<file path="config.mk">
export PLATFORM = sky130hd
export DESIGN_NAME = y86_imem_encoder
export DESIGN_NICKNAME = d
export VERILOG_FILES = /design/src/rtl/y86_pkg.sv /design/src/rtl/y86_instr_len.sv /design/src/rtl/y86_imem_encoder.sv
export SDC_FILE = /design/constraint.sdc
export NUM_CORES = 1
export LEC_CHECK = 0
export ABC_AREA = 1
export CAP_MARGIN = 30
export CORE_ASPECT_RATIO = 2
export CORE_UTILIZATION = 40
export DETAILED_ROUTE_END_ITERATION = 7
export PLACE_DENSITY = 0.6
export SLEW_MARGIN = 20
export SYNTH_ARGS = -nofsm -noshare
export SYNTH_HDL_FRONTEND = slang
export SYNTH_SLANG_ARGS = --single-unit
</file>
<file path="constraint.sdc">
create_clock -name clk -period 5.1 [get_ports clk]
set_input_delay 1.02 -clock clk [delete_from_list [all_inputs] [get_ports clk]]
set_output_delay 1.02 -clock clk [all_outputs]
set_load 0.03 [all_outputs]
</file>
<file path="src/rtl/y86_pkg.sv">
// Shared Y86-64 instruction encoding definitions: icodes, length table and field presence.
package y86_pkg;

    localparam logic [3:0] I_HALT   = 4'h0;
    localparam logic [3:0] I_NOP    = 4'h1;
    localparam logic [3:0] I_RRMOVQ = 4'h2;
    localparam logic [3:0] I_IRMOVQ = 4'h3;
    localparam logic [3:0] I_RMMOVQ = 4'h4;
    localparam logic [3:0] I_MRMOVQ = 4'h5;
    localparam logic [3:0] I_OPQ    = 4'h6;
    localparam logic [3:0] I_JXX    = 4'h7;
    localparam logic [3:0] I_CALL   = 4'h8;
    localparam logic [3:0] I_RET    = 4'h9;
    localparam logic [3:0] I_PUSHQ  = 4'hA;
    localparam logic [3:0] I_POPQ   = 4'hB;

    localparam logic [3:0] REG_NONE = 4'hF;

    typedef enum logic [0:0] {
        ST_IDLE = 1'b0,
        ST_EMIT = 1'b1
    } enc_state_t;

    function automatic logic [3:0] instr_len(input logic [3:0] icode);
        logic [3:0] len;
        case (icode)
            I_HALT, I_NOP, I_RET:                 len = 4'd1;
            I_RRMOVQ, I_OPQ, I_PUSHQ, I_POPQ:     len = 4'd2;
            I_JXX, I_CALL:                        len = 4'd9;
            I_IRMOVQ, I_RMMOVQ, I_MRMOVQ:         len = 4'd10;
            default:                              len = 4'd0;
        endcase
        return len;
    endfunction

    function automatic logic has_regs(input logic [3:0] icode);
        logic r;
        case (icode)
            I_RRMOVQ, I_IRMOVQ, I_RMMOVQ, I_MRMOVQ,
            I_OPQ, I_PUSHQ, I_POPQ:               r = 1'b1;
            default:                              r = 1'b0;
        endcase
        return r;
    endfunction

    function automatic logic has_valc(input logic [3:0] icode);
        logic r;
        case (icode)
            I_IRMOVQ, I_RMMOVQ, I_MRMOVQ,
            I_JXX, I_CALL:                        r = 1'b1;
            default:                              r = 1'b0;
        endcase
        return r;
    endfunction

endpackage

</file>
<file path="src/rtl/y86_instr_len.sv">
// Combinational icode decode into instruction length and field presence.
module y86_instr_len
    import y86_pkg::*;
(
    input  logic [3:0] icode,
    output logic [3:0] len,
    output logic       valid,
    output logic       has_regs_o,
    output logic       has_valc_o
);

    // Table lookup; icodes above POPQ are not part of the ISA
    always_comb begin
        len        = instr_len(icode);
        has_regs_o = has_regs(icode);
        has_valc_o = has_valc(icode);
        if (icode <= I_POPQ) begin
            valid = 1'b1;
        end else begin
            valid = 1'b0;
        end
    end

endmodule

</file>
<file path="src/rtl/y86_imem_encoder.sv">
// Encodes one decoded Y86-64 instruction per handshake into the imem byte stream,
// writing one byte per cycle and tracking the next free load address.
module y86_imem_encoder
    import y86_pkg::*;
#(
    parameter int MEM_DEPTH = 1024,
    parameter int ADDR_W    = 10
) (
    input  logic              clk,
    input  logic              rst,
    input  logic              base_valid,
    input  logic [ADDR_W-1:0] base_addr,
    input  logic              in_valid,
    output logic              in_ready,
    input  logic [3:0]        icode,
    input  logic [3:0]        ifun,
    input  logic [3:0]        rA,
    input  logic [3:0]        rB,
    input  logic [63:0]       valC,
    output logic              wr_en,
    output logic [ADDR_W-1:0] wr_addr,
    output logic [7:0]        wr_data,
    output logic [ADDR_W:0]   next_pc,
    output logic              busy,
    output logic              err_icode,
    output logic              err_ovf,
    output logic [15:0]       instr_cnt
);

    localparam logic [ADDR_W+1:0] DEPTH_EXT = (ADDR_W+2)'(MEM_DEPTH);

    enc_state_t        state_r;
    logic [79:0]       shift_r;
    logic [3:0]        len_r;
    logic [3:0]        idx_r;
    logic [ADDR_W:0]   next_pc_r;
    logic              wr_en_r;
    logic [ADDR_W-1:0] wr_addr_r;
    logic [7:0]        wr_data_r;
    logic              busy_r;
    logic              err_icode_r;
    logic              err_ovf_r;
    logic [15:0]       instr_cnt_r;

    logic [3:0]        len_s;
    logic              valid_s;
    logic              has_regs_s;
    logic              has_valc_s;
    logic              accept_s;
    logic              fits_s;
    logic [ADDR_W+1:0] end_pc_s;
    logic [3:0]        ra_s;
    logic [3:0]        rb_s;
    logic [79:0]       frame_s;

    y86_instr_len u_len (
        .icode      (icode),
        .len        (len_s),
        .valid      (valid_s),
        .has_regs_o (has_regs_s),
        .has_valc_o (has_valc_s)
    );

    assign in_ready  = (state_r == ST_IDLE) & ~base_valid & ~rst;
    assign accept_s  = in_valid & in_ready;
    assign end_pc_s  = {1'b0, next_pc_r} + (ADDR_W+2)'(len_s);
    assign fits_s    = (end_pc_s <= DEPTH_EXT);

    assign wr_en     = wr_en_r;
    assign wr_addr   = wr_addr_r;
    assign wr_data   = wr_data_r;
    assign next_pc   = next_pc_r;
    assign busy      = busy_r;
    assign err_icode = err_icode_r;
    assign err_ovf   = err_ovf_r;
    assign instr_cnt = instr_cnt_r;

    // Unused register nibbles are written as F regardless of the supplied value
    always_comb begin
        ra_s = rA;
        rb_s = rB;
        if (icode == I_IRMOVQ) begin
            ra_s = REG_NONE;
        end else if ((icode == I_PUSHQ) || (icode == I_POPQ)) begin
            rb_s = REG_NONE;
        end else begin
            ra_s = rA;
            rb_s = rB;
        end
    end

    // Assemble the instruction bytes, byte0 in the low lane, valC little-endian
    always_comb begin
        frame_s = 80'h0;
        case ({has_regs_s, has_valc_s})
            2'b11:   frame_s = {valC, ra_s, rb_s, icode, ifun};
            2'b01:   frame_s = {8'h00, valC, icode, ifun};
            2'b10:   frame_s = {64'h0, ra_s, rb_s, icode, ifun};
            default: frame_s = {72'h0, icode, ifun};
        endcase
    end

    // Encoder FSM: accepts/rejects in IDLE, shifts one byte per cycle out in EMIT
    always_ff @(posedge clk or posedge rst) begin
        if (rst) begin
            state_r     <= ST_IDLE;
            shift_r     <= 80'h0;
            len_r       <= 4'd0;
            idx_r       <= 4'd0;
            next_pc_r   <= '0;
            wr_en_r     <= 1'b0;
            wr_addr_r   <= '0;
            wr_data_r   <= 8'h00;
            busy_r      <= 1'b0;
            err_icode_r <= 1'b0;
            err_ovf_r   <= 1'b0;
            instr_cnt_r <= 16'd0;
        end else begin
            case (state_r)
                ST_IDLE: begin
                    wr_en_r <= 1'b0;
                    if (base_valid) begin
                        next_pc_r   <= {1'b0, base_addr};
                        err_icode_r <= 1'b0;
                        err_ovf_r   <= 1'b0;
                    end else if (accept_s) begin
                        if (!valid_s) begin
                            err_icode_r <= 1'b1;
                        end else if (!fits_s) begin
                            err_ovf_r <= 1'b1;
                        end else begin
                            shift_r <= frame_s;
                            len_r   <= len_s;
                            idx_r   <= 4'd0;
                            busy_r  <= 1'b1;
                            state_r <= ST_EMIT;
                        end
                    end
                end
                ST_EMIT: begin
                    wr_en_r   <= 1'b1;
                    wr_addr_r <= next_pc_r[ADDR_W-1:0];
                    wr_data_r <= shift_r[7:0];
                    shift_r   <= {8'h00, shift_r[79:8]};
                    next_pc_r <= next_pc_r + {{ADDR_W{1'b0}}, 1'b1};
                    idx_r     <= idx_r + 4'd1;
                    if (idx_r == (len_r - 4'd1)) begin
                        state_r     <= ST_IDLE;
                        busy_r      <= 1'b0;
                        instr_cnt_r <= instr_cnt_r + 16'd1;
                    end
                end
                default: begin
                    state_r <= ST_IDLE;
                    wr_en_r <= 1'b0;
                    busy_r  <= 1'b0;
                end
            endcase
        end
    end

endmodule

</file>
==> summary.txt, run 1 <==
Synth
  • Avg Synthesized Cell Area: about 7.0 um^2
  • Post-synth ARST share: 100.0%
  • Post-synth EDFFs: 0
  • Yosys warnings: 0
  • Ys flop type: dfrtp_1
  • Synth Instances: 1182
  • Sequential area share after synthesis: between 40% and 50%
  • Seq cells post-synth: 137
  • Post-synth top area cell: dfrtp_1
  • Mapped Area: 8277 um^2
  • Area share of the largest cell type after synthesis: between 40% and 50%
  • Distinct cells, synth: 40
  • Synthesized Nets: roughly 1300
  • Synth top area cells: dfrtp_1, nand2_1, nand3_1, nand3_2, inv_1

Final layout
  • Post-route cell area: 10370 um^2
  • Share of layout cells above drive strength 1: under 10%
  • Filler Cells Inserted: roughly 2000
  • Most frequent cells in the layout: nand2_1, clkdlybuf4s50_1, nand3_1, dfrtp_1, inv_1
  • Area Overhead vs Synth: 25.28%
  • Nets: ~1400
  • Antenna cell count: 0
  • Commonest non-fill, non-tap cell in the layout: nand2_1

Timing
  • Final hold vios: 0
  • Max-slew violations: 0
  • Worst slew margin: 33.31%
  • RSZ-0062 raised after global routing: no
  • Worst Skew: about 0.0077 ns
  • Final worst path period share: 77.59%
  • Fmax: 252.7 MHz
  • Sum of negative setup slack: 0 ns
  • Final Critical Period: just under 4 ns
  • Worst slew pin tran: between 1 and 1.5 ns
  • Count of final setup violators: 0

Pwr
  • Power per cell area: around 510 nW/um^2
  • Peak supply drop: 294.6 uV
  • Overall power: 5.277 mW
  • Static Leak: 5.216 nW

Clock network
  • CTS Buffer Depth: 2
  • CTS tree: done
  • Root buf cell: clkbuf_16
  • Clk slew on worst S/H paths: around 0.06 ns
  • CTS Hold Bufs: 0
  • Post-CTS setup buffers: 0
  • Sink Count: about 140
  • Post_cts resized: 0
  • Num CTS Buffers: 17
  • Skew-Pair Late Insertion Delay: 0.42 ns
  • Htree depth: 4

Placement
  • Post-DP Area: ~9800 um^2
  • DP Wirelength: around 16 mm
  • # port buffers: between 100 and 150
  • Final weighted congestion in routability-driven placement: roughly 0.91

GRT
  • Vias in the first global route: 7786
  • Largest net degree at the start of global routing: approximately 100
  • Global router's overall resource usage: between 20% and 30%
  • First-pass GRT wire length: approximately 39 mm
  • Global route overflow: 0
  • Antenna violations before repair: 0

Detailed routing
  • 1st-pass router iterations: 5
  • Final wirelength: about 24 mm
  • Initial drt markers: between 400 and 500
  • WL/cell: approximately 16 um
  • Via count: 7898
  • Number of routed nets with antenna violations: 0
  • DRC Markers: 0
  • Vias per std cell: around 5

Worst setup path
  • Crit. End Element: flop
  • Worst Path Required: 5.45 ns
  • Critical Path Start Type: input port
  • Crit Path Max Fanout: 50
  • R2r endpoint: shift_r[2]$_DFFE_PP0P_
  • Crit Path Class: in -> reg
  • CP Capture Point: shift_r[2]$_DFFE_PP0P_
  • RR Startpoint: next_pc[0]$_DFFE_PP0P_
  • Setup slack, reg-to-reg: about 2.2 ns
  • Reg2reg path depth: 15
  • CP startpoint: icode[2]
  • Worst Path Arrival: 4.31 ns

Floorplan
  • Core Box Area: roughly 20000 um^2
  • Rows: 74
  • Initial Util: between 40% and 50%
  • Die Footprint: about 21000 um^2
  • Io pins: around 140
  • Die Span Y: ~200 um
  • Die width: 103.7 um

Worst hold path
  • Hold Path Class: reg -> reg
  • WHS Path Cells: 2

Job
  • Max-cap violation count: 0

Status
  • Status: finished, final reports clean
-- cell families after synthesis --
group	synth area share, %
buf+inv	7.619
flops	41.42
fa+ha+maj	1.300
xor+xnor	1.996
compound gates	4.717
simple gates	42.95
-- through the flow --
step | std cells | worst slack, ns | utilization (%) | hold WS (ns)
after global placement | 1527 | 0.7537 | 47.94 | 0.4543
after global routing | 1559 | 0.7521 | 50.90 | 0.4898
after CTS | 1559 | 1.104 | 50.90 | 0.4767
final | 1559 | 1.143 | 50.90 | 0.4711
after detailed placement | 1527 | 0.6910 | 47.94 | 0.4640
after floorplan | 1182 | 0.4122 | - | 0.3548
-- cell usage after synthesis, types with 2 or more instances --
library cell  instances
o21ai_2               2
clkbuf_1             27
nand3b_1              2
dfrtp_1             137
o21ai_0              31
nor3b_1               8
xor2_1               14
o21ai_1               2
a21oi_1              23
ha_1                  7
nor2_4                3
nand3_1             136
a211oi_1              2
inv_2                 3
nand2_1             595
buf_1                 8
xnor2_1               3
nand3_2              28
buf_2                17
nor2_1               28
buf_4                10
nand4_1               6
inv_1                49
o211ai_1              5
nor3_1               11
buf_6                11
-- power by group --
part           internal (mW)  switching [mW]
sequential              1.49           0.338
clock                  0.790           0.487
combinational          0.782            1.39
total                   3.06            2.22
-- worst min path at each step --
stage	to	start	slack, ns
after floorplan	wr_en$_DFF_PP0_	state_r$_DFF_PP0_	0.35
after global placement	wr_addr[5]$_DFFE_PP0P_	wr_addr[5]$_DFFE_PP0P_	0.45
after detailed placement	wr_addr[6]$_DFFE_PP0P_	wr_addr[6]$_DFFE_PP0P_	0.46
after CTS	wr_data[4]$_DFFE_PP0P_	shift_r[4]$_DFFE_PP0P_	0.48
after global routing	wr_data[7]$_DFFE_PP0P_	shift_r[7]$_DFFE_PP0P_	0.49
final	wr_data[7]$_DFFE_PP0P_	shift_r[7]$_DFFE_PP0P_	0.47
-- registers in the layout, summed over array words and instances (netlist names) --
name / flops
next_pc: 11
instr_cnt: 16
wr_en: 1
err_ovf: 1
wr_addr: 10
state_r: 1
shift_r: 80
err_icode: 1
len_r: 3
idx_r: 4
busy: 1
wr_data: 8
-- routing by layer --
| layer | routed length [um] | up-vias | track usage (%) |
|---|---|---|---|
| met1 | 9811 | 3738 | 26.66 |
| met2 | 12910 | 168 | 43.19 |
| met5 | 0 | - | 0 |
| li1 | - | 3942 | - |
| met3 | 596 | 50 | 2.502 |
| met4 | 920 | 0 | 11.28 |
-- worst max-delay path: stages --
cell             delay [ns]
clkdlybuf4s50_1        0.51
nand2_1                0.10
inv_1                  0.07
a211oi_1               0.27
ha_1                   0.26
inv_1                  0.07
fa_1                   0.42
inv_1                  0.08
nand3_1                0.09
nand2_1                0.11
nand3_1                0.07
nand2_1                0.07
nand3_1                0.10
nand2_2                0.10
nand3_4                0.09
nand2_4                0.44
buf_4                  0.27
nand2_1                0.07
nand2_1                0.05
-- final cells by class --
class                   instances  area (um^2)  share of cell area [%]
well taps                     266        332.8                   3.210
multi-input cells             919         4225                   40.75
clock inverters                13        151.4                   1.460
repair buffers                153         1569                   15.13
flip-flops and latches        137         3432                   33.10
clock buffers                  19        452.9                   4.368
inverters                      52        205.2                   1.979
Power figures use the tool's default switching activity.
==> run 2: changes to the inputs <==
--- a/config.mk
+++ b/config.mk
@@ -10,7 +10,7 @@
 export CORE_ASPECT_RATIO = 2
 export CORE_UTILIZATION = 40
 export DETAILED_ROUTE_END_ITERATION = 7
-export PLACE_DENSITY = 0.6
+export PLACE_DENSITY = 0.63
 export SLEW_MARGIN = 20
 export SYNTH_ARGS = -nofsm -noshare
 export SYNTH_HDL_FRONTEND = slang
==> constraint.sdc (replaced) <==
create_clock -name clk -period 3.4 [get_ports clk]
set_input_delay 0.68 -clock clk [delete_from_list [all_inputs] [get_ports clk]]
set_output_delay 0.68 -clock clk [all_outputs]
set_load 0.03 [all_outputs]
==> summary.txt, run 2 (synthesis results as in run 1) <==
Clock network
  • Sink Count: 137
  • CTS Buffer Depth: 2
  • CTS tree: done
  • Root buf cell: clkbuf_16
  • Clk slew on worst S/H paths: ~0.06 ns
  • Skew-Pair Late Insertion Delay: about 0.42 ns
  • Num CTS Buffers: 17
  • Htree depth: 4

Placement
  • # port buffers: 143
  • DP Wirelength: 17.04 mm
  • Post-DP Area: slightly above 10000 um^2
  • Inst Count DP: around 1600
  • Post-Place Worst Slack: -0.2044 ns
  • Final weighted congestion in routability-driven placement: 0.9238

Worst setup path
  • Worst Path Arrival: around 3.5 ns
  • Reg2reg path depth: 14
  • Crit. End Element: flop
  • Worst Path Required: approximately 3.7 ns
  • Crit Path Class: in -> reg
  • Critical Path Start Type: input port
  • Crit Path Max Fanout: 12

Pwr
  • Sequential Power Share: around a third
  • Power per cell area: about 750 nW/um^2
  • Switching Fraction: about two fifths
  • Clock power share: 24.1%
  • Gate power share: a little over two fifths
  • Sw Pwr: between 3 and 4 mW
  • Peak supply drop: about 330 uV
  • Internal power: between 4 and 5 mW
  • Static Leak: roughly 5.4 nW

Detailed routing
  • Via count: between 8000 and 9000
  • Number of routed nets with antenna violations: 0
  • WL/cell: 15.55 um
  • Initial drt markers: 392
  • 1st-pass router iterations: 5
  • Vias per std cell: 5.086
  • Final wirelength: roughly 25 mm
  • DRC Markers: 0

Timing
  • Worst slew pin tran: 0.7728 ns
  • Max-slew violations: 0
  • Count of final setup violators: 0
  • RSZ-0062 raised after global routing: no
  • Final hold slack: ~0.47 ns
  • Worst Skew: 0.01288 ns
  • Final worst path period share: between 90 and 100%
  • Final hold vios: 0
  • PnR worst setup slack: 0.2300 ns
  • Fmax: ~320 MHz
  • Worst slew margin: 48.48%
  • Final Critical Period: around 3.2 ns

Floorplan
  • Rows: 74
  • Initial Util: between 40% and 50%
  • Die Footprint: around 21000 um^2
  • Die Span Y: 205.4 um
  • Die width: about 100 um
  • Core Box Area: a little over 20000 um^2
  • Io pins: between 100 and 150

Final layout
  • Core Util, Final: 52.84%
  • Nets: ~1400
  • Area Overhead vs Synth: 30.05%
  • Share of layout cells above drive strength 1: 9.248%
  • Post-Layout Cell Count: ~1600
  • Antenna cell count: 0
  • Commonest non-fill, non-tap cell in the layout: nand2_1
  • Largest Register: shift_r
  • Max reg flops: 80
  • Filler Cells Inserted: roughly 2000
  • Post-route cell area: 10760 um^2
  • Most frequent cells in the layout: nand2_1, clkdlybuf4s50_1, nand3_1, dfrtp_1, inv_1

Status
  • Status: finished, final reports clean

GRT
  • First-pass GRT wire length: ~40 mm
  • Global route overflow: 0
  • Antenna violations before repair: 0
  • Vias in the first global route: approximately 8000
  • Largest net degree at the start of global routing: 85
  • Global router's overall resource usage: roughly a quarter

Job
  • Max-cap violation count: 0

Worst hold path
  • WHS Path Cells: 2
  • Hold Path Class: reg -> reg
## run 2: changes by cell type in the layout (fill, tap and decap cells not counted), sizes merged
| cell | change |
|---|---|
| clkbuf | +4 |
| buf | +39 |
| clkinv | -5 |
| inv | -1 |
## run 2: final cells by class
class / instances / area (um^2) / area share, %
Timing Repair Buffer: 192 / 1949 / 18.11
Multi-Input combinational cell: 919 / 4233 / 39.32
Clock inverter: 7 / 115.1 / 1.069
Clock buffer: 23 / 498.0 / 4.626
Tap cell: 266 / 332.8 / 3.092
Sequential cell: 137 / 3432 / 31.88
Inverter: 52 / 203.9 / 1.895
## run 2: power by group through the flow
| stage | combinational (mW) | clock, mW | sequential [mW] |
|---|---|---|---|
| final | 3.43 | 1.95 | 2.73 |
| after global routing | 3.81 | 2.05 | 2.81 |
| after CTS | 3.47 | 1.99 | 2.73 |
| after detailed placement | 3.46 | 0 | 2.75 |
| after global placement | 3.40 | 0 | 2.73 |
| after floorplan | 2.03 | 0 | 2.93 |
## run 2: final timing paths
check,slack (ns),from,endpoint
max,0.23,icode[1],shift_r[70]$_DFFE_PP0P_
min,0.47,wr_data[1]$_DFFE_PP0P_,wr_data[1]$_DFFE_PP0P_
max reg2reg,0.92,next_pc[0]$_DFFE_PP0P_,shift_r[70]$_DFFE_PP0P_
min reg2reg,0.47,wr_data[1]$_DFFE_PP0P_,wr_data[1]$_DFFE_PP0P_
max in group asynchronous,1.99,rst,next_pc[4]$_DFFE_PP0P_
min in group asynchronous,0.69,rst,idx_r[0]$_DFFE_PP0P_
## run 2: routing by layer
layer,share of wire [%],routed length [um],track usage (%)
met5,0,0,0
met2,54,13510,45.28
met4,2.5,621,9.694
met1,40,9878,28.01
met3,3.3,807,2.534
## run 2: worst max-delay path: stages
cell and delay, ns:
clkdlybuf4s50_1 0.51, nand2_1 0.10, a211oi_2 0.23, buf_4 0.15, ha_1 0.16, inv_1 0.06, fa_2 0.52, nand3_1 0.07
nor2_1 0.08, nand2_1 0.06, nor2_1 0.08, nand3_1 0.10, nand2_2 0.10, nand3_4 0.09, buf_12 0.17, buf_4 0.17
nand3_1 0.08, nand2_1 0.07
## run 2: timing repair
item / 4_1_cts / 5_1_grt
setup buffers: 0 / 0
gates resized for setup: 0 / 2
endpoints found under the setup margin: 0 / 66
hold buffers: 0 / 0
## run 2: per-stage QoR
stage / power (mW) / setup TNS (ns)
final: 8.119 / 0
after global routing: 8.671 / 0
after CTS: 8.180 / 0
after detailed placement: 6.202 / -14.80
after global placement: 6.130 / -10.72
after floorplan: 4.966 / 0
